### src/rtl/uart_tx_buffered.sv
// Buffered 8N1 UART transmitter: a synchronous byte FIFO with a valid/ready push
// port, drained back-to-back by a serialiser that drives o_Tx_Serial (idle high).
module uart_tx_buffered #(
  parameter int CLKS_PER_BIT = 87,
  parameter int FIFO_DEPTH   = 8,
  parameter int FIFO_AW      = 3
) (
  input  logic               i_Clock,
  input  logic               i_Rst_L,
  input  logic               i_Tx_DV,
  input  logic [7:0]         i_Tx_Byte,
  output logic               o_Tx_Ready,
  output logic               o_Tx_Serial,
  output logic               o_Tx_Active,
  output logic               o_Tx_Done,
  output logic               o_Overflow,
  output logic [FIFO_AW:0]   o_Fifo_Count
);

  localparam int                 CNT_W    = (CLKS_PER_BIT > 1) ? $clog2(CLKS_PER_BIT) : 1;
  localparam logic [CNT_W-1:0]   CNT_LAST = CNT_W'(CLKS_PER_BIT - 1);
  localparam logic [FIFO_AW:0]   DEPTH    = (FIFO_AW + 1)'(FIFO_DEPTH);

  typedef enum logic [1:0] {S_IDLE, S_START, S_DATA, S_STOP} state_t;

  // FIFO storage and bookkeeping
  logic [7:0]         mem [FIFO_DEPTH];
  logic [FIFO_AW-1:0] wr_ptr, rd_ptr;
  logic [FIFO_AW:0]   count;
  logic               push, pop, fifo_empty, overflow;

  // Serialiser state
  state_t             state, state_next;
  logic [CNT_W-1:0]   clk_cnt, clk_cnt_next;
  logic [2:0]         bit_idx, bit_idx_next;
  logic [7:0]         shift, shift_next;
  logic               serial, serial_next;
  logic               active, active_next;
  logic               done, done_next;

  assign o_Tx_Ready = (count != DEPTH);
  assign fifo_empty = (count == '0);
  // A full FIFO refuses the write even when a pop frees a slot on the same edge.
  assign push       = i_Tx_DV && o_Tx_Ready;

  // NOTE: the storage array carries no reset; only pointers and count define its contents.
  always_ff @(posedge i_Clock) begin
    if (push) mem[wr_ptr] <= i_Tx_Byte;
  end

  // NOTE: sequential state always uses non-blocking assignments so every flop samples pre-edge values.
  always_ff @(posedge i_Clock or negedge i_Rst_L) begin
    if (!i_Rst_L) begin
      wr_ptr   <= '0;
      rd_ptr   <= '0;
      count    <= '0;
      overflow <= 1'b0;
    end else begin
      if (push) wr_ptr <= wr_ptr + 1'b1;
      if (pop)  rd_ptr <= rd_ptr + 1'b1;
      case ({push, pop})
        2'b10:   count <= count + 1'b1;
        2'b01:   count <= count - 1'b1;
        default: count <= count;
      endcase
      overflow <= i_Tx_DV && !o_Tx_Ready;
    end
  end

  always_ff @(posedge i_Clock or negedge i_Rst_L) begin
    if (!i_Rst_L) begin
      state   <= S_IDLE;
      clk_cnt <= '0;
      bit_idx <= '0;
      shift   <= '0;
      serial  <= 1'b1;
      active  <= 1'b0;
      done    <= 1'b0;
    end else begin
      state   <= state_next;
      clk_cnt <= clk_cnt_next;
      bit_idx <= bit_idx_next;
      shift   <= shift_next;
      serial  <= serial_next;
      active  <= active_next;
      done    <= done_next;
    end
  end

  // NOTE: every signal gets a default before the case so no path leaves it unassigned (no latches).
  always_comb begin
    state_next   = state;
    clk_cnt_next = clk_cnt;
    bit_idx_next = bit_idx;
    shift_next   = shift;
    serial_next  = serial;
    active_next  = active;
    done_next    = 1'b0;
    pop          = 1'b0;

    case (state)
      S_IDLE: begin
        serial_next = 1'b1;
        if (!fifo_empty) begin
          pop          = 1'b1;
          shift_next   = mem[rd_ptr];
          serial_next  = 1'b0;
          active_next  = 1'b1;
          clk_cnt_next = '0;
          state_next   = S_START;
        end
      end
      S_START: begin
        if (clk_cnt == CNT_LAST) begin
          clk_cnt_next = '0;
          bit_idx_next = '0;
          serial_next  = shift[0];
          state_next   = S_DATA;
        end else begin
          clk_cnt_next = clk_cnt + 1'b1;
        end
      end
      S_DATA: begin
        if (clk_cnt == CNT_LAST) begin
          clk_cnt_next = '0;
          if (bit_idx == 3'd7) begin
            serial_next = 1'b1;
            state_next  = S_STOP;
          end else begin
            // Shift right so the next data bit is always at position 1 before the move.
            bit_idx_next = bit_idx + 1'b1;
            shift_next   = {1'b0, shift[7:1]};
            serial_next  = shift[1];
          end
        end else begin
          clk_cnt_next = clk_cnt + 1'b1;
        end
      end
      S_STOP: begin
        if (clk_cnt == CNT_LAST) begin
          clk_cnt_next = '0;
          done_next    = 1'b1;
          active_next  = 1'b0;
          state_next   = S_IDLE;
        end else begin
          clk_cnt_next = clk_cnt + 1'b1;
        end
      end
      default: state_next = S_IDLE;
    endcase
  end

  assign o_Tx_Serial  = serial;
  assign o_Tx_Active  = active;
  assign o_Tx_Done    = done;
  assign o_Overflow   = overflow;
  assign o_Fifo_Count = count;

endmodule

### config.mk
export PLATFORM = sky130hd
export DESIGN_NAME = uart_tx_buffered
export DESIGN_NICKNAME = d
export VERILOG_FILES = /design/src/rtl/uart_tx_buffered.sv
export SDC_FILE = /design/constraint.sdc
export NUM_CORES = 1
export LEC_CHECK = 0
export ABC_AREA = 1
export CORE_MARGIN = 1
export CORE_UTILIZATION = 50
export DETAILED_ROUTE_END_ITERATION = 16
export PLACE_DENSITY = 0.76
export SYNTH_ARGS = -nofsm -noshare
export SYNTH_HDL_FRONTEND = slang
export SYNTH_SLANG_ARGS = --single-unit
### constraint.sdc
create_clock -name i_Clock -period 2.65 [get_ports i_Clock]
set_input_delay 0.53 -clock i_Clock [delete_from_list [all_inputs] [get_ports i_Clock]]
set_output_delay 0.53 -clock i_Clock [all_outputs]
set_load 0.01 [all_outputs]
==> qor.csv, run 1 <==
stage,metric,value,unit
run_status,outcome,"finished, final reports clean",
drt,ant_nets,0,
critical_path,crit_type,flop to flop,
sta,rsz0062_at_grt,false,
power_and_ir_drop,p_leak,0.00214,uW
place,portBuffers,19,
sta,hold_viol,0,
sta,tns,0,ns
cts,clock_path_buffers,2,
cts,cts_tree,done,
logic_synthesis,yosys_warnings,0,
floorplan,chipWidth,96.5,um
critical_path,cp-start-kind,flop,
logic_synthesis,syn-instance-count,453,
critical_path,slowest_delay,0.43,ns
layout,fin_util,0.575,
power_and_ir_drop,switchingPower,2270,uW
layout,nFillCells,720,
logic_synthesis,yosysUniqueCellTypes,28,
place,dp_cells,576,
critical_path,required,2.95,ns
grt,grt.total_usage,0.202,
critical_path,critPathArrivalTime,2.44,ns
floorplan,core,0.00868,mm^2
critical_path,regToRegSetupSlack,0.51,ns
critical_path,crit_path_end_kind,flop,
sta,fmax,468,MHz
power_and_ir_drop,swShare,0.416,
floorplan,pin_count,20,
power_and_ir_drop,pwr-share-comb,0.419,
grt,grt_pass1_vias,2902,
cts,root_buffer,clkbuf_8,
cts,post-cts-setup-buffer-count,0,
layout,instances_no_fill,592,
cts,clk_pin_slew,0.11,ns
cts,cts_resized,0,
critical_path,crit_chain,inv_1 > ha_1 > nand2_1 > inv_1 > ha_1 > xor2_1 > ha_1 > a21oi_1 > xor2_1 > o21ai_0,
drt,via_per_inst,5.25,
job,max_cap_viol_count,0,
critical_path,critPathMaxFanout,6,
grt,grt_max_degree,36,
layout,final_nets,504,
drt,wl,8470,um
critical_path,crit_top_cell,ha_1,
floorplan,rows,34,
sta,worst_pin_slew,0.764,ns
drt,first_iter_violations,172,
power_and_ir_drop,intPower,3180,uW
power_and_ir_drop,power.density,1090,mW/mm^2
cts,htree_levels,3,
critical_path,cp_slowest_cell,dfrtp_1,
layout,areaGrowthSynthToFinish,11.6,%
power_and_ir_drop,pwr-share-seq,0.407,
cts,clk_latency,0.37,ns
place,routabilityCongestion,0.816,
logic_synthesis,synth_area_per_cell,9.87,um^2
floorplan,die-area,0.00932,mm^2
cts,clock-sinks,98,
cts,ctsHoldBuffers,0,
sta,period_needed,2.14,ns
critical_path,r2r_end,o_Fifo_Count[2]$_DFFE_PN0P_,
sta,fin_skew,0.0132,ns
logic_synthesis,syn-num-nets,478,
cts,cts_buffers,9,
drt,drc_errors,0,
sta,slew-limit-headroom,0.491,
layout,mostFrequentLayoutCells,"nand2_1, edfxtp_1, nand3_1, nor2_1, dfrtp_1",
logic_synthesis,synth-seq-cells,98,
critical_path,r2r-start,state[0]$_DFFE_PN0P_,
logic_synthesis,yosysSeqAreaShare,0.621,
power_and_ir_drop,vdd_drop_max,430,uV
sta,finalHoldWorstSlack,0.218,ns
layout,drive_gt1_frac,0.0888,
floorplan,die_h,96.5,um
drt,num_vias,3107,
sta,slew_viol_final,0,
power_and_ir_drop,clkPwrFrac,0.175,
critical_path,reg2reg_depth,10,
grt,grt_antenna_before_repair,0,
min_path,hp-class,input pin to asynchronous set/reset pin,
drt,wl_per_cell,14.3,um
grt,grt_pass1_wl,13800,um
drt,first_pass_iters,4,
logic_synthesis,netlist_area,0.00447,mm^2
grt,overflow,0,
sta,period_share,0.807,
floorplan,start_util,0.515,
layout,final_common_cell,nand2_1,
place,place_hpwl,5500,um
sta,setup_viol,0,
layout,diodes,0,
==> area by class of cell <==
cell class                      count  area (um^2)  area share
Clock buffer                        9          124      0.0248
Clock inverter                      7         76.3      0.0153
Timing Repair Buffer               30          268      0.0537
Sequential cell                    98         2770       0.556
Tap cell                          108          135      0.0271
Multi-Input combinational cell    308         1490       0.299
Inverter                           32          120      0.0241
==> state kept, by name, summed over array words and instances (netlist names) <==
signal	count
mem	64
wr_ptr	3
o_Tx_Done	1
o_Tx_Active	1
rd_ptr	3
shift	8
clk_cnt	7
state	2
o_Overflow	1
bit_idx	3
o_Tx_Serial	1
o_Fifo_Count	4
==> stage by stage <==
stage / area, um^2 / setup WS (ns) / power [uW]
floorplan: 4470 / 0.756 / 3910
global placement: 4790 / 0.415 / 4410
detailed placement: 4790 / 0.355 / 4510
CTS: 4990 / 0.497 / 5480
global route: 4990 / 0.260 / 5890
finish: 4990 / 0.512 / 5450
==> worst max-delay path: cells and delay by family, from the launching register on <==
kind                       cells  cell delay, ns
and+or+nand+nor                1            0.10
xor gates and xnor gates       2            0.37
DFF                            1            0.43
AOI/OAI and AO/OA              2            0.19
adders and majority gates      3            0.68
buffers and inverters          2            0.31
==> worst max path at each step <==
stage / startpoint / endpoint / slack, ns / cells after the start
4_1_cts: o_Fifo_Count[1]$_DFFE_PN0P_ / o_Tx_Ready / 0.50 / 3
3_3_place_gp: i_Tx_DV / o_Fifo_Count[2]$_DFFE_PN0P_ / 0.42 / 8
3_5_place_dp: i_Tx_DV / o_Fifo_Count[2]$_DFFE_PN0P_ / 0.35 / 8
6_report: state[0]$_DFFE_PN0P_ / o_Fifo_Count[2]$_DFFE_PN0P_ / 0.51 / 10
2_1_floorplan: state[0]$_DFFE_PN0P_ / o_Fifo_Count[2]$_DFFE_PN0P_ / 0.76 / 10
5_1_grt: state[0]$_DFFE_PN0P_ / o_Fifo_Count[2]$_DFFE_PN0P_ / 0.26 / 10
==> power by group through the flow <==
stage	Combinational (uW)	Sequential (uW)	Clock (uW)
finish	2280	2220	951
CTS	2290	2220	976
global route	2600	2260	1030
floorplan	1710	2210	0
detailed placement	2260	2250	0
global placement	2180	2230	0
==> synthesized netlist by cell type <==
library cell / number / area share
a21oi_1: 7 / 0.0078
buf_2: 9 / 0.010
buf_4: 1 / 0.0017
buf_6: 2 / 0.0050
clkbuf_1: 3 / 0.0025
clkinv_1: 1 / 0.00084
dfrtp_1: 33 / 0.18
dfstp_2: 1 / 0.0059
edfxtp_1: 64 / 0.43
ha_1: 14 / 0.039
inv_1: 29 / 0.024
inv_2: 2 / 0.0017
nand2_1: 136 / 0.11
nand2_2: 1 / 0.0014
nand2_4: 1 / 0.0025
nand3_1: 60 / 0.067
nand3_2: 3 / 0.0067
nand4_1: 3 / 0.0042
nor2_1: 46 / 0.039
nor2_2: 4 / 0.0056
nor2_4: 1 / 0.0025
nor3_1: 1 / 0.0011
o21ai_0: 20 / 0.022
o21bai_1: 1 / 0.0017
or2_1: 1 / 0.0014
or2_2: 2 / 0.0028
xnor2_1: 1 / 0.0020
xor2_1: 6 / 0.012
==> metal layers <==
layer / part of all wire / GRT usage
met5: 0 / 0
met4: 0.018 / 0.100
met3: 0.057 / 0.0376
met2: 0.49 / 0.329
met1: 0.43 / 0.261
==> logic make-up (layout without fill, tap and decap cells) <==
group | count (synthesis) | count (layout) | share of synthesized area
simple gates | 259 | 259 | 0.248
fa+ha+maj | 14 | 14 | 0.0392
flops | 98 | 98 | 0.621
compound gates | 28 | 28 | 0.0319
buf+inv | 47 | 78 | 0.0462
xor+xnor | 7 | 7 | 0.0137
(Power assumes the default switching activity.)
==> run 2, diff against run 1 <==
PLACE_DENSITY = 0.79   (was 0.76)
clock period = 1.8 ns   (was 2.65 ns; I/O delays follow)
==> qor.csv, run 2 (same netlist as run 1, synthesis figures left out) <==
stage,metric,value,unit,change
grt,grt_antenna_before_repair,0,,unchanged
layout,reg_top3,"mem (64), shift (8), clk_cnt (7)",,
run_status,outcome,"finished, final reports clean",,
cts,clk_latency,0.37,ns,about the same
critical_path,crit_path_end_kind,flop,,
drt,drc_errors,0,,unchanged
cts,root_buffer,clkbuf_8,,
cts,cts_tree,done,,
min_path,hp-class,input pin to asynchronous set/reset pin,,
critical_path,critPathArrivalTime,2.04,ns,-0.40 ns
drt,num_vias,3227,,+3.9%
layout,drive_gt1_frac,0.162,,+0.0729
sta,slew_viol_final,0,,unchanged
critical_path,critPathMaxFanout,3,,-3
drt,wl,8990,um,+6.0%
cts,htree_levels,3,,unchanged
power_and_ir_drop,power.density,1620,mW/mm^2,+49%
critical_path,crit_type,flop to flop,,
grt,grt.total_usage,0.214,,+0.0121
floorplan,rows,34,,unchanged
critical_path,crit_chain,nor2_4 > nand2_2 > nand2_2 > inv_2 > ha_4 > xor2_4 > ha_2 > a21oi_2 > xor2_1 > o21ai_1,,
sta,slew-limit-headroom,0.637,,+0.146
layout,mostFrequentLayoutCells,"nand2_1, edfxtp_1, nand3_1, nor2_1, buf_4",,
floorplan,die-area,0.00932,mm^2,unchanged
cts,ctsHoldBuffers,0,,unchanged
sta,period_share,0.978,,+0.171
sta,fin_skew,0.0104,ns,-0.00278 ns
critical_path,slowest_delay,0.43,ns,about the same
sta,worst_pin_slew,0.544,ns,-0.220 ns
layout,final_common_cell,nand2_1,,
place,place_hpwl,6060,um,+10%
sta,finalHoldWorstSlack,0.335,ns,+0.117 ns
power_and_ir_drop,p_leak,0.00226,uW,+5.8%
critical_path,required,2.07,ns,-0.88 ns
drt,wl_per_cell,14.6,um,+2.1%
layout,regMostFlops,mem,,
layout,largest_reg_flops,64,,unchanged
floorplan,die_h,96.5,um,unchanged
floorplan,start_util,0.515,,unchanged
floorplan,core,0.00868,mm^2,unchanged
sta,period_needed,1.76,ns,-0.378 ns
cts,clock-sinks,98,,unchanged
sta,hold_viol,0,,unchanged
sta,fmax,568,MHz,+21%
grt,grt_pass1_vias,3012,,+3.8%
power_and_ir_drop,finalPower,8520,uW,+56%
drt,first_pass_iters,5,,+1
layout,final_nets,527,,+4.6%
job,max_cap_viol_count,0,,unchanged
floorplan,chipWidth,96.5,um,unchanged
cts,cts_buffers,9,,unchanged
grt,grt_max_degree,35,,-2.8%
sta,rsz0062_at_grt,true,,
place,routabilityCongestion,0.823,,+0.86%
critical_path,cp_slowest_cell,dfrtp_2,,
sta,setup_viol,0,,unchanged
critical_path,cp-start-kind,flop,,
grt,overflow,0,,unchanged
grt,grt_pass1_wl,14600,um,+6.0%
layout,areaGrowthSynthToFinish,17.4,%,
critical_path,crit_top_cell,nand2_2,,
cts,clk_pin_slew,0.10,ns,about the same
power_and_ir_drop,vdd_drop_max,789,uV,+84%
layout,diodes,0,,unchanged
place,portBuffers,19,,unchanged
cts,clock_path_buffers,2,,unchanged
floorplan,pin_count,20,,unchanged
drt,first_iter_violations,386,,+120%
drt,via_per_inst,5.25,,about the same
drt,ant_nets,0,,unchanged
## run 2: layout make-up
| type | instances | area [um^2] |
|---|---|---|
| inverters | 32 | 120 |
| flip-flops and latches | 98 | 2780 |
| fillers | 694 | 3430 |
| clock buffers | 9 | 124 |
| clock inverters | 7 | 67.6 |
| multi-input cells | 308 | 1570 |
| repair buffers | 53 | 454 |
| well taps | 108 | 135 |
## run 2: routing by layer
layer,share of wire,global-route usage,vias up
met5,0,0,-
met4,0.021,0.0846,0
met3,0.064,0.0509,16
met2,0.49,0.346,125
met1,0.43,0.280,1497
li1,-,-,1589
## run 2: what timing repair did
item | in CTS | in global routing
setup endpoints to repair | 6 | 37
buffers inserted | 0 | 2
resized for setup | 12 | 7
pin swaps | 2 | 4
## run 2: path summary, 6_finish.rpt
path	startpoint	endpoint	slack, ns	depth (start not counted)
min in group i_Clock	o_Tx_Serial$_DFFE_PN1P_	o_Tx_Serial$_DFFE_PN1P_	0.48	2
hold / removal	i_Rst_L	clk_cnt[1]$_DFFE_PN0P_	0.34	2
setup / recovery	o_Fifo_Count[0]$_DFFE_PN0P_	o_Fifo_Count[2]$_DFFE_PN0P_	0.04	10
hold reg to reg	o_Tx_Serial$_DFFE_PN1P_	o_Tx_Serial$_DFFE_PN1P_	0.48	2
setup reg to reg	o_Fifo_Count[0]$_DFFE_PN0P_	o_Fifo_Count[2]$_DFFE_PN0P_	0.04	10
max in group asynchronous	i_Rst_L	o_Tx_Serial$_DFFE_PN1P_	1.21	2
## run 2: where the power goes
part | internal [uW] | switching (uW)
combinational | 1540 | 2370
clock | 543 | 845
sequential | 2940 | 287
## run 2: critical path: cells and delay by family (launching register included)
| kind | cells | cell delay [ns] |
|---|---|---|
| adders and majority gates | 2 | 0.35 |
| DFF | 1 | 0.43 |
| AOI/OAI and AO/OA | 2 | 0.20 |
| and+or+nand+nor | 3 | 0.31 |
| buffers and inverters | 1 | 0.05 |
| xor gates and xnor gates | 2 | 0.32 |
## run 2: per-stage QoR
| step | cell area, um^2 | TNS [ns] | cells | setup WS [ns] | utilization |
|---|---|---|---|---|---|
| 6_report | 5250 | 0 | 615 | 0.0397 | 0.604 |
| 5_1_grt | 5250 | -0.0856 | 615 | -0.0519 | 0.604 |
| 4_1_cts | 5210 | 0 | 613 | 0.000823 | 0.600 |
| 3_5_place_dp | 4990 | -8.75 | 597 | -0.219 | 0.575 |
| 3_3_place_gp | 4990 | -6.99 | 597 | -0.154 | 0.575 |
| 2_1_floorplan | 4490 | 0 | 453 | 0.0143 | - |
==> run 3, diff against run 2 <==
==> constraint.sdc (replaced) <==
create_clock -name i_Clock -period 1.8 [get_ports i_Clock]
set_input_delay 0.45 -clock i_Clock [delete_from_list [all_inputs] [get_ports i_Clock]]
set_output_delay 0.45 -clock i_Clock [all_outputs]
set_load 0.01 [all_outputs]
==> qor.csv, run 3 (same netlist as run 1, synthesis figures left out) <==
stage,metric,value,unit,change
cts,clk_latency,0.37,ns,about the same
power_and_ir_drop,finalPower,8560,uW,+0.39%
drt,via_per_inst,5.22,,-0.53%
cts,cts_tree,done,,
layout,regMostFlops,mem,,
critical_path,crit_path_end_kind,flop,,
floorplan,core,0.00868,mm^2,unchanged
critical_path,cp-startpoint,o_Fifo_Count[1]$_DFFE_PN0P_,,
grt,grt_pass1_wl,14900,um,+1.6%
min_path,hp-class,input pin to asynchronous set/reset pin,,
job,max_cap_viol_count,0,,unchanged
run_status,outcome,"finished, final reports clean",,
place,portBuffers,19,,unchanged
floorplan,die_h,96.5,um,unchanged
critical_path,cp-start-kind,flop,,
power_and_ir_drop,p_leak,0.00225,uW,-0.39%
critical_path,crit_type,flop to flop,,
floorplan,chipWidth,96.5,um,unchanged
grt,grt_max_degree,35,,unchanged
cts,htree_levels,3,,unchanged
critical_path,path_depth,9,,-1
layout,reg_top3,"mem (64), shift (8), clk_cnt (7)",,
sta,slew-limit-headroom,0.654,,+0.0169
drt,first_iter_violations,209,,-46%
sta,rsz0062_at_grt,true,,
critical_path,cp_top_family,flip-flops,,
layout,largest_reg_flops,64,,unchanged
cts,clock-sinks,98,,unchanged
layout,areaGrowthSynthToFinish,17.2,%,
critical_path,reg2reg_depth,9,,-1
drt,ant_nets,0,,unchanged
sta,fin_skew,0.00928,ns,-0.00112 ns
grt,grt.total_usage,0.219,,+0.00491
drt,num_vias,3215,,-0.37%
floorplan,rows,34,,unchanged
drt,drc_errors,0,,unchanged
layout,final_common_cell,nand2_1,,
floorplan,die-area,0.00932,mm^2,unchanged
critical_path,r2r_end,o_Fifo_Count[2]$_DFFE_PN0P_,,
critical_path,cp_slowest_cell,dfrtp_2,,
layout,drive_gt1_frac,0.173,,+0.0115
grt,grt_antenna_before_repair,0,,unchanged
layout,final_nets,528,,+0.19%
place,routabilityCongestion,0.851,,+3.4%
critical_path,r2r-start,o_Fifo_Count[1]$_DFFE_PN0P_,,
power_and_ir_drop,power.density,1630,mW/mm^2,+0.51%
sta,setup_viol,0,,unchanged
layout,mostFrequentLayoutCells,"nand2_1, edfxtp_1, nand3_1, nor2_1, buf_4",,
floorplan,pin_count,20,,unchanged
grt,grt_pass1_vias,3117,,+3.5%
power_and_ir_drop,vdd_drop_max,694,uV,-12%
critical_path,critPathMaxFanout,3,,unchanged
critical_path,regToRegSetupSlack,0.03,ns,about the same
floorplan,start_util,0.515,,unchanged
drt,wl_per_cell,15.1,um,+3.5%
sta,tns,0,ns,unchanged
cts,cts_buffers,9,,unchanged
sta,hold_viol,0,,unchanged
sta,slew_viol_final,0,,unchanged
cts,clk_pin_slew,0.10,ns,about the same
critical_path,required,2.10,ns,+0.03 ns
sta,period_needed,1.77,ns,+0.0138 ns
sta,period_share,0.986,,+0.00767
grt,overflow,0,,unchanged
critical_path,slowest_delay,0.43,ns,about the same
critical_path,critPathArrivalTime,2.07,ns,+0.03 ns
critical_path,crit_chain,nor2_4 > nand3_2 > nand2_2 > ha_4 > xor2_2 > ha_2 > a21oi_2 > xor2_1 > o21ai_1,,
layout,nFillCells,710,,+2.3%
sta,fmax,564,MHz,-0.78%
place,place_hpwl,6380,um,+5.2%
drt,first_pass_iters,5,,unchanged
critical_path,path_buf_inv,0,,-1
cts,root_buffer,clkbuf_8,,
layout,regArea,0.00278,mm^2,unchanged
critical_path,crit_path_end,o_Fifo_Count[2]$_DFFE_PN0P_,,
layout,diodes,0,,unchanged
layout,multi_input_area,0.00157,mm^2,+0.16%
sta,worst_pin_slew,0.519,ns,-0.0253 ns
cts,ctsHoldBuffers,0,,unchanged
drt,wl,9310,um,+3.7%
cts,clock_path_buffers,2,,unchanged
==> run 3: timing repair <==
item	CTS	global route
pin swaps	0	3
setup endpoints to repair	8	42
gates cloned	0	0
setup buffers	0	2
gates resized for setup	9	17
==> run 3: cell type report <==
cell class	instances	share of cell area
sequential	98	0.530
clock buffer	9	0.0236
tap	108	0.0258
inverter	32	0.0229
clock inverter	7	0.0127
multi-input combinational	308	0.300
timing repair buffer	54	0.0853
==> run 3: power by group <==
group	switching (uW)	internal, uW	leakage (uW)
combinational	2410	1530	0.00115
sequential	295	2940	0.00101
clock	838	542	0.0000986
total	3540	5020	0.00225
==> run 3: metrics by stage <==
stage / hold WS (ns) / cell area [um^2] / setup WS, ns / instances / util
after floorplan: 0.154 / 4490 / 0.0143 / 453 / -
after global placement: 0.464 / 4980 / -0.243 / 598 / 0.574
after detailed placement: 0.466 / 4980 / -0.290 / 598 / 0.574
after CTS: 0.421 / 5170 / -0.0228 / 614 / 0.596
after global routing: 0.432 / 5240 / -0.125 / 616 / 0.604
final: 0.413 / 5240 / 0.0259 / 616 / 0.604
==> run 3: layer usage <==
metal	vias to the layer above	routed length, um	track usage
met1	1513	3970	0.273
met2	80	4570	0.354
met5	-	0	0
met3	30	450	0.0446
met4	0	329	0.131
li1	1592	-	-
==> run 3: worst reg2reg max path: cells and delay by family, from the launching register on <==
kind / cells / cell delay, ns
DFF: 1 / 0.43
and+or+nand+nor: 3 / 0.37
adders and majority gates: 2 / 0.39
xor gates and xnor gates: 2 / 0.34
AOI/OAI and AO/OA: 2 / 0.18
==> run 3: how the worst min path moves through the flow <==
| stage | from | endpoint | slack [ns] | cells after the start |
|---|---|---|---|---|
| 6_report | i_Rst_L | clk_cnt[4]$_DFFE_PN0P_ | 0.41 | 2 |
| 5_1_grt | i_Rst_L | clk_cnt[6]$_DFFE_PN0P_ | 0.43 | 2 |
| 4_1_cts | i_Rst_L | clk_cnt[4]$_DFFE_PN0P_ | 0.42 | 2 |
| 3_5_place_dp | shift[4]$_DFFE_PN0P_ | shift[4]$_DFFE_PN0P_ | 0.47 | 2 |
| 3_3_place_gp | shift[6]$_DFFE_PN0P_ | shift[6]$_DFFE_PN0P_ | 0.46 | 2 |
| 2_1_floorplan | i_Rst_L | bit_idx[0]$_DFFE_PN0P_ | 0.15 | 0 |
